<file path="src/rtl/x3_serial_to_bin.sv">
// x3_serial_to_bin
//   Serial excess-3 (XS-3) decimal to binary converter. A conversion is
//   DIGITS excess-3 digits long, most significant digit first. Each legal
//   digit folds into the accumulator as acc*10 + digit. An illegal code
//   sets a sticky invalid flag and still counts toward the digit total.
//   The result is held under a valid/ready handshake until it is consumed.
//
// Ports
//   clk        in   clock; all state changes on its rising edge
//   rst        in   synchronous active-high reset
//   start      in   begin a conversion (looked at only in IDLE)
//   in_valid   in   in_digit is offered for transfer
//   in_digit   in   [3:0] excess-3 digit
//   in_ready   out  digit accepted this cycle (high in ACCUM)
//   out_valid  out  result/invalid are valid (high in DONE)
//   out_ready  in   consumer takes the result
//   result     out  [OUT_W-1:0] binary value, 0 when invalid
//   invalid    out  some digit of this conversion was an illegal code
//   busy       out  high in ACCUM and DONE
module x3_serial_to_bin #(
    parameter int DIGITS = 4,
    parameter int OUT_W  = 14
) (
    input  logic             clk,
    input  logic             rst,
    input  logic             start,
    input  logic             in_valid,
    input  logic [3:0]       in_digit,
    output logic             in_ready,
    output logic             out_valid,
    input  logic             out_ready,
    output logic [OUT_W-1:0] result,
    output logic             invalid,
    output logic             busy
);

    localparam int CNT_W = $clog2(DIGITS + 1);

    typedef enum logic [1:0] {IDLE, ACCUM, DONE} state_t;

    state_t             state_q, state_d;
    logic [OUT_W-1:0]   acc_q, acc_d;
    logic [CNT_W-1:0]   cnt_q, cnt_d;
    logic               inv_q, inv_d;

    logic               xfer;
    logic               legal;
    logic [OUT_W-1:0]   digit_val;

    assign xfer      = (state_q == ACCUM) && in_valid;
    assign legal     = (in_digit >= 4'd3) && (in_digit <= 4'd12);
    assign digit_val = OUT_W'(in_digit - 4'd3);

    always_comb begin
        state_d = state_q;
        acc_d   = acc_q;
        cnt_d   = cnt_q;
        inv_d   = inv_q;
        case (state_q)
            IDLE: begin
                if (start) begin
                    acc_d   = '0;
                    cnt_d   = '0;
                    inv_d   = 1'b0;
                    state_d = ACCUM;
                end
            end
            ACCUM: begin
                if (xfer) begin
                    // Wraps modulo 2^OUT_W if OUT_W is undersized.
                    if (legal) acc_d = acc_q * OUT_W'(10) + digit_val;
                    else       inv_d = 1'b1;
                    cnt_d = cnt_q + 1'b1;
                    if (cnt_q == CNT_W'(DIGITS - 1)) state_d = DONE;
                end
            end
            DONE: begin
                if (out_ready) state_d = IDLE;
            end
            default: state_d = IDLE;
        endcase
    end

    always_ff @(posedge clk) begin
        if (rst) begin
            state_q <= IDLE;
            acc_q   <= '0;
            cnt_q   <= '0;
            inv_q   <= 1'b0;
        end else begin
            state_q <= state_d;
            acc_q   <= acc_d;
            cnt_q   <= cnt_d;
            inv_q   <= inv_d;
        end
    end

    assign in_ready  = (state_q == ACCUM);
    assign out_valid = (state_q == DONE);
    assign busy      = (state_q != IDLE);
    // Outputs are qualified by DONE so stale flags never leak into IDLE.
    assign result    = (out_valid && !inv_q) ? acc_q : '0;
    assign invalid   = out_valid && inv_q;

endmodule

</file>
<file path="config.mk">
export PLATFORM = sky130hd
export DESIGN_NAME = x3_serial_to_bin
export DESIGN_NICKNAME = d
export VERILOG_FILES = /design/src/rtl/x3_serial_to_bin.sv
export SDC_FILE = /design/constraint.sdc
export NUM_CORES = 1
export LEC_CHECK = 0
export ABC_AREA = 1
export BUFFER_PORTS_ARGS = -buffer_cell sky130_fd_sc_hd__buf_2
export CORE_MARGIN = 10
export CORE_UTILIZATION = 34
export DETAILED_ROUTE_END_ITERATION = 7
export PLACE_DENSITY = 0.6
export SYNTH_ARGS = -nofsm -noshare
export SYNTH_HDL_FRONTEND = slang
export SYNTH_SLANG_ARGS = --single-unit
export TNS_END_PERCENT = 10
</file>
<file path="constraint.sdc">
create_clock -name clk -period 2.85 [get_ports clk]
set_input_delay 0.1425 -clock clk [delete_from_list [all_inputs] [get_ports clk]]
set_output_delay 0.1425 -clock clk [all_outputs]
set_load 0.01 [all_outputs]
</file>
* Yosys cells after proc, flatten, opt, wreduce, memory -nomap -nowiden
Index checks and enable logic that the tools add are counted.
Word-level totals: register bits 20
Operators by class: add/subtract/negate cells 3, multiply operators 1, order comparisons 2, eq/ne operators 9, mux-type cells 17, reduce and logical (&&, ||, !) cells 12
Operator list (number):
- 14-bit 2-to-1 mux | 4
- 14-bit one-hot mux with 2 select lines | 1
- 14-bit adder | 1
- 14-bit by 3-bit multiplier with 13-bit output (second input constant) | 1
- 4-bit AND reduction | 3
- 2-bit 2-to-1 mux | 4
- 2-bit by 1-bit inequality test with 1-bit output (second input constant) | 4
- 3-bit 2-to-1 mux | 2
- 2-bit one-hot mux with 3 select lines | 1
- 3-bit one-hot mux with 2 select lines | 1
- 4-bit by 2-bit subtractor with 5-bit output (second input constant) | 1
- 4-bit by 2-bit greater-or-equal comparator with 1-bit output (second input constant) | 1
- 4-bit less-or-equal comparator (second input constant) | 1
- 1-bit logical AND | 4
- 2-bit inequality test (second input constant) | 2
- 2-bit nonzero test | 2
- 3-bit by 1-bit adder with 3-bit output (second input constant) | 1
- 3-bit by 2-bit equality test with 1-bit output (second input constant) | 1
- 1-bit 2-to-1 mux | 3
- 3-bit AND reduction | 1
- 2-bit by 1-bit equality test with 1-bit output (second input constant) | 1
- 2-bit equality test (second input constant) | 1
- 2-bit zero test | 1
- 1-bit one-hot mux with 2 select lines | 1
- 1-bit zero test | 1

* Depth between registers and ports, before layout
Gate-level depths: netlist of run 1.
word-level depth 5, depth in mapped cells 20, mapped depth without buffers 20

* Worst setup path after synthesis of run 1
OpenSTA, ideal clock, no wires.
path kind reg-to-reg, start point register acc_q[3], end point register acc_q[13], library setup time 132 ps, data arrival time 2868 ps, data required time 2718 ps, slack -150 ps, stages on the path, launching flop included 19, path buffers 0, period minus slack after synthesis 3000 ps, cell sequence dfxtp_1 ha_1 ha_1 inv_1 fa_1 o21ai_0 a21oi_1 nor2_1 nor2_1 xor2_1 inv_1 ha_1 inv_1 o21ai_0 a21boi_0 nand2_1 nand3_1 nand3_1 a21oi_1
On the way: cells in the longest elaborated chain, start to end 5
RTL lines:
- start: declaration | RTL line 42 | logic [OUT_W-1:0] acc_q, acc_d;
- start signal: assignment | RTL line 87 | acc_q <= '0;
- start signal: assignment | RTL line 92 | acc_q <= acc_d;
- 14-bit by 3-bit multiplier with 13-bit output | RTL line 71 | if (legal) acc_d = acc_q * OUT_W'(10) + digit_val;
- 14-bit adder | RTL line 71
- 14-bit 2-to-1 mux | RTL line 71
- 14-bit 2-to-1 mux | RTL line 69 | if (xfer) begin
- 14-bit one-hot mux with 2 select lines | RTL line 59 | case (state_q)
Every way passes these cells. The select of a mux whose other input is x is not followed. A chain may end at the register's enable or synchronous reset.

* Worst setup path in the final report of run 1
start point register acc_q[1], end point register acc_q[13]
The elaborated chain is that of the path after synthesis.

==> results of run 1 <==
[power by group]
group / switching [mW] / internal, mW / total, mW
logic: 0.380 / 0.269 / 0.648
registers: 0.0300 / 0.310 / 0.340
clock network: 0.110 / 0.188 / 0.298
total: 0.520 / 0.767 / 1.29
[layout make-up]
type	instances	area, µm²
Inverter	63	241
Clock inverter	1	30.0
Multi-Input combinational cell	254	1720
Clock buffer	3	41.3
Timing Repair Buffer	48	299
Fill cell	667	3470
Tap cell	77	96.3
Sequential cell	20	409
[synthesized netlist by cell type]
library cell  instances  area, µm²
dfxtp_1              20        400
nor2_2                2       12.5
o21ai_0              13       65.1
o21ai_1               3       15.0
a211o_1               1       8.76
nand4_1               3       18.8
ha_1                 35        438
o211ai_1              2       15.0
nor2_1               45        169
a21boi_1              2       15.0
nand3_1              18       90.1
nand2_1              68        255
buf_1                 1       3.75
nor3_1                1       5.00
nor2_8                1       20.0
buf_6                 1       11.3
fa_1                  2       40.0
inv_1                58        218
inv_2                 4       15.0
a21oi_1              35        175
a21boi_0              1       7.51
xor2_1                6       52.6
nor2_4                1       11.3
o22ai_1               2       12.5
inv_4                 1       6.26
a211oi_1              3       22.5
clkbuf_1              2       7.51
a211oi_2              1       12.5
or2_2                 2       12.5
a21oi_4               1       16.3
xnor2_1               4       35.0
o21bai_1              2       15.0
[worst max-delay path, cell delays in order (launching register included)]
cell	delay (ns)
dfxtp_4	0.36
ha_4	0.27
ha_4	0.14
inv_4	0.04
fa_2	0.39
o21ai_4	0.20
nand4_1	0.14
o211ai_1	0.12
xor2_1	0.17
ha_1	0.28
a21oi_1	0.16
a21boi_1	0.17
nand2_1	0.08
nand3_1	0.09
nand3_1	0.08
a21oi_1	0.15
[through the flow]
stage	instance area (µm²)	std cells	setup WS [ns]	TNS [ns]	utilization
6_report	2840	466	-0.0325	-0.0825	0.450
5_1_grt	2840	466	-0.203	-0.771	0.450
4_1_cts	2700	464	-0.00283	-0.00283	0.427
3_5_place_dp	2550	459	-0.129	-0.299	0.404
3_3_place_gp	2550	459	-0.0565	-0.112	0.404
2_1_floorplan	2210	341	0.0451	0	-
[flip-flops by register name, summed over array words and instances (netlist names)]
name	cells
acc_q	14
cnt_q	3
inv_q	1
state_q	2
[cells by family after synthesis]
kind of cell,share of synthesized area
adders and majority gates,0.217
xor gates and xnor gates,0.0398
DFF,0.182
and+or+nand+nor,0.270
AOI/OAI and AO/OA,0.173
buffers and inverters,0.119
[worst min path at each step]
stage,from,endpoint,slack (ns),cells past startpoint
finish,out_ready,state_q[1],0.19,4
global route,out_ready,state_q[1],0.23,4
CTS,out_ready,state_q[1],0.19,4
detailed placement,acc_q[13],acc_q[13],0.46,2
global placement,cnt_q[0],cnt_q[0],0.45,1
floorplan,out_ready,state_q[1],0.37,3
[layer usage]
| metal | vias up | part of all wire | routed length (µm) |
|---|---|---|---|
| li1 | 1199 | - | - |
| met1 | 1059 | 0.48 | 2870 |
| met2 | 48 | 0.46 | 2780 |
| met3 | 9 | 0.052 | 312 |
| met4 | 0 | 0.010 | 63 |
| met5 | - | 0 | 0 |
[timing repair]
item,in CTS,in global routing
pin swaps,7,23
resized for setup,14,30
setup endpoints to repair,6,7
buffers inserted,1,2
==> flow_summary.yaml, run 1 <==
drt:
  dr.pass1.iters: 4
  drt_iter0_drc: 120
  vias: 2315
  wl_per_cell_um: 12.9
  drtAntennaViolNets: 0
  drc: 0
  drt_wl_total_mm: 6.03
  via_per_inst: 4.97
clock_tree:
  clock_tree.root_cell: "clkbuf_8"
  clk_latency_ns: 0.27
  cts_tree: "built"
  cts_buffer_depth: 2
  cts.hold.buffers_added: 0
  cts_sinks: 20
  clk_pin_slew_worst_paths_ns: 0.08
  cts_made_buffers: 3
  cts-htree-levels: 1
grt:
  global_route.overflow_total: 0
  grt_use_met2: 0.192
  grt_util_all_layers: 0.116
  grt.met3_usage: 0.0281
  gr-max-usage-layer: "met2"
  gr-usage-met1: 0.146
  grt_max_degree: 19
  antenna_found_initial: 0
  grt_pass1_wl_mm: 9.94
  grt_pass1_vias: 2225
critical_path:
  crit_path_end_kind: "flip-flop"
  r2r-start: "acc_q[1]"
  worstPathRequired_ns: 3.06
  startpoint_type: "flip-flop"
  cp_max_fo: 3
  rr_endpoint: "acc_q[13]"
  cp_data_arrival_time_ns: 3.09
  ff2ff_path_depth: 15
  crit_type: "flip-flop to flip-flop"
  crit_start: "acc_q[1]"
  reg2reg_slack_ns: -0.03
  cp-endpoint: "acc_q[13]"
sta:
  maxSlewHeadroom: 0.635
  fmax_mhz: 347
  tightest_slew_ns: 0.546
  worst_slack_ns: -0.0325
  finalClockSkew_ns: 0.00422
  hold_slack_ns: 0.185
  rsz0062_at_grt: "true"
  fin_crit_sh: 1.01
  finalSetupViolCount: 3
  hold_violations: 0
  final.min_clock_period_ns: 2.88
  drv_slew: 0
floorplan:
  die_x_um: 100
  start_util: 0.349
  core_mm2: 0.00631
  die_h_um: 100
  dieArea_mm2: 0.0101
  num_rows: 29
  ios: 27
synthesis:
  synth_seq_area_share: 0.182
  synth_nets: 387
  yosys_warnings: 0
  synth_area_mm2: 0.00220
  avgSynthCellArea_um2: 6.46
  ys_ff_latch: 20
  syn-instance-count: 341
  ys_types: 32
pwr:
  leakagePower_nw: 1.43
  powerDensity_mw_per_mm2: 453
  power_mw: 1.29
  ir_worst_vdd_mv: 0.238
cells_and_area:
  drive_above_1_share: 0.257
  nets: 436
  diodes: 0
  final_cell_mix: "nand2_1 (65), inv_1 (56), nor2_1 (42), a21oi_1 (28)"
  syn_to_final_growth_pct: 29.0
  final_common_cell: "nand2_1"
placed_design:
  dp_hpwl_mm: 4.69
  io_buffer_count: 26
  gp_congestion: 0.909
outcome:
  run_status: "complete, but fails checks"
  violations: "setup timing"
job:
  drv_cap: 0
hold_path:
  hold_path_class: "input pin to flip-flop"
Note: power is estimated with default switching activity, not from simulation.
==> run 2: changes to the inputs <==
--- a/config.mk
+++ b/config.mk
@@ -11,6 +11,7 @@
 export CORE_UTILIZATION = 34
 export DETAILED_ROUTE_END_ITERATION = 7
 export PLACE_DENSITY = 0.6
+export REMOVE_ABC_BUFFERS = 1
 export SYNTH_ARGS = -nofsm -noshare
 export SYNTH_HDL_FRONTEND = slang
 export SYNTH_SLANG_ARGS = --single-unit
==> run 2 against run 1 <==
Design area increased by 4.5%. Clock power about the same. Worst setup slack better by 0.0044 ns. Routed wire length increased by 0.58%. Clock skew grew 0.0027 ns. Highest routed layer unchanged. Critical path depth increased by 1. The flow still finishes with violations (setup timing). Non-clock buffer count grew 8. Maximum frequency rose by 0.15%. Die area is the same.
==> flow_summary.yaml, run 2 (same netlist as run 1, synthesis figures left out) <==
clock_tree:
  cts.hold.buffers_added: 0
  cts_sinks: 20
  cts-htree-levels: 1
  clock_tree.root_cell: "clkbuf_8"
  cts_made_buffers: 3
  clk_pin_slew_worst_paths_ns: 0.09
  cts_buffer_depth: 2
  clk_latency_ns: 0.27
  cts_tree: "built"
pwr:
  leakagePower_nw: 1.47
  switching_share: 0.399
  p_int_mw: 0.797
  ir_worst_vdd_mv: 0.319
  p_seq_frac: 0.263
  pwr-share-comb: 0.514
  power_mw: 1.33
  power_frac_clock: 0.224
  powerDensity_mw_per_mm2: 447
  p_sw_mw: 0.530
grt:
  global_route.overflow_total: 0
  grt_pass1_vias: 2228
  grt_util_all_layers: 0.116
  grt_max_degree: 19
  antenna_found_initial: 0
  grt_pass1_wl_mm: 9.94
cells_and_area:
  top_register: "acc_q"
  final_cell_mix: "nand2_1 (59), inv_1 (54), nor2_1 (44), a21oi_1 (29), buf_4 (28)"
  drive_above_1_share: 0.302
  diodes: 0
  final_cell_area_mm2: 0.00297
  final_cells: 474
  largest_registers: "acc_q: 14 flops, cnt_q: 3 flops, state_q: 2 flops"
  largest_register_ffs: 14
  nets: 444
  syn_to_final_growth_pct: 34.8
  final_util: 0.470
  nFillCells: 666
  final_common_cell: "nand2_1"
drt:
  drc: 0
  drtAntennaViolNets: 0
  via_per_inst: 4.85
  vias: 2297
  wl_per_cell_um: 12.8
  drt_wl_total_mm: 6.06
  dr.pass1.iters: 4
  drt_iter0_drc: 83
sta:
  rsz0062_at_grt: "true"
  fin_crit_sh: 1.01
  tightest_slew_ns: 0.549
  fmax_mhz: 347
  maxSlewHeadroom: 0.633
  worst_slack_ns: -0.0281
  finalClockSkew_ns: 0.00697
  final.min_clock_period_ns: 2.88
  hold_violations: 0
  finalSetupViolCount: 1
  drv_slew: 0
critical_path:
  cpLargestDelayFamily: "adder cells"
  crit_path_end_kind: "flip-flop"
  cp_max_fo: 3
  worstPathRequired_ns: 3.05
  cp_data_arrival_time_ns: 3.08
  max_stage_delay_ns: 0.38
  cpMaxStageDelayCell: "fa_2"
  path_buf_inv: 2
  startpoint_type: "flip-flop"
  path_cells: "ha_4 -> ha_4 -> inv_4 -> fa_2 -> o21ai_4 -> buf_6 -> nand4_1 -> o211ai_1 -> xor2_1 -> ha_1 -> a21oi_1 -> a21boi_1 -> nand2_1 -> nand3_1 -> nand3_1 -> a21oi_1"
  crit_type: "flip-flop to flip-flop"
placed_design:
  dp_hpwl_mm: 4.77
  io_buffer_count: 26
  placed_cell_area_mm2: 0.00260
  dp_cells: 466
  gp_congestion: 0.862
outcome:
  violations: "setup timing"
  run_status: "complete, but fails checks"
floorplan:
  die_x_um: 100
  dieArea_mm2: 0.0101
  core_mm2: 0.00631
  num_rows: 29
  die_h_um: 100
  start_util: 0.349
  ios: 27
job:
  drv_cap: 0
hold_path:
  hold_path_class: "input pin to flip-flop"
[run 2: power by group through the flow]
stage / Combinational (mW) / Clock, mW / Sequential [mW]
4_1_cts: 0.605 / 0.299 / 0.334
2_1_floorplan: 0.384 / 0 / 0.336
3_3_place_gp: 0.580 / 0 / 0.340
6_report: 0.682 / 0.297 / 0.348
5_1_grt: 0.768 / 0.311 / 0.354
3_5_place_dp: 0.587 / 0 / 0.340
[run 2: cell type report]
| cell class | count | area [µm²] | area share |
|---|---|---|---|
| multi-input cells | 254 | 1780 | 0.600 |
| flip-flops and latches | 20 | 417 | 0.140 |
| repair buffers | 56 | 363 | 0.122 |
| inverters | 63 | 241 | 0.0813 |
| well taps | 77 | 96.3 | 0.0324 |
| clock buffers | 3 | 41.3 | 0.0139 |
| clock inverters | 1 | 30.0 | 0.0101 |
[run 2: path summary, 6_finish.rpt]
check	start	end	slack [ns]	cells past startpoint
worst min register to register	acc_q[13]	acc_q[13]	0.47	2
worst max-delay path	acc_q[3]	acc_q[13]	-0.03	16
worst max register to register	acc_q[3]	acc_q[13]	-0.03	16
worst min-delay path	out_ready	state_q[1]	0.18	4
[run 2: per-layer routing]
metal  GRT usage  vias up  wire [µm]
met2       0.202       34       3010
met1       0.141     1043       2770
met3      0.0288        6        227
li1            -     1214          -
met5           0        -          0
met4      0.0185        0         59
[run 2: timing repair]
action / 4_1_cts / 5_1_grt
resized for setup: 10 / 50
endpoints found under the setup margin: 5 / 6
setup buffers: 0 / 4
pin swaps: 2 / 29
[run 2: tightest hold or removal path, stage by stage]
cell and delay (ns):
buf_2 0.07, nor2_1 0.04, a21oi_1 0.11, nor2_1 0.05
[run 2: per-stage QoR]
| stage | worst slack [ns] | hold WS (ns) | TNS, ns |
|---|---|---|---|
| floorplan | -0.142 | 0.212 | -0.176 |
| global route | -0.195 | 0.228 | -0.503 |
| global placement | -0.119 | 0.448 | -0.309 |
| detailed placement | -0.204 | 0.451 | -0.520 |
| CTS | -0.0214 | 0.179 | -0.0214 |
| finish | -0.0281 | 0.182 | -0.0281 |
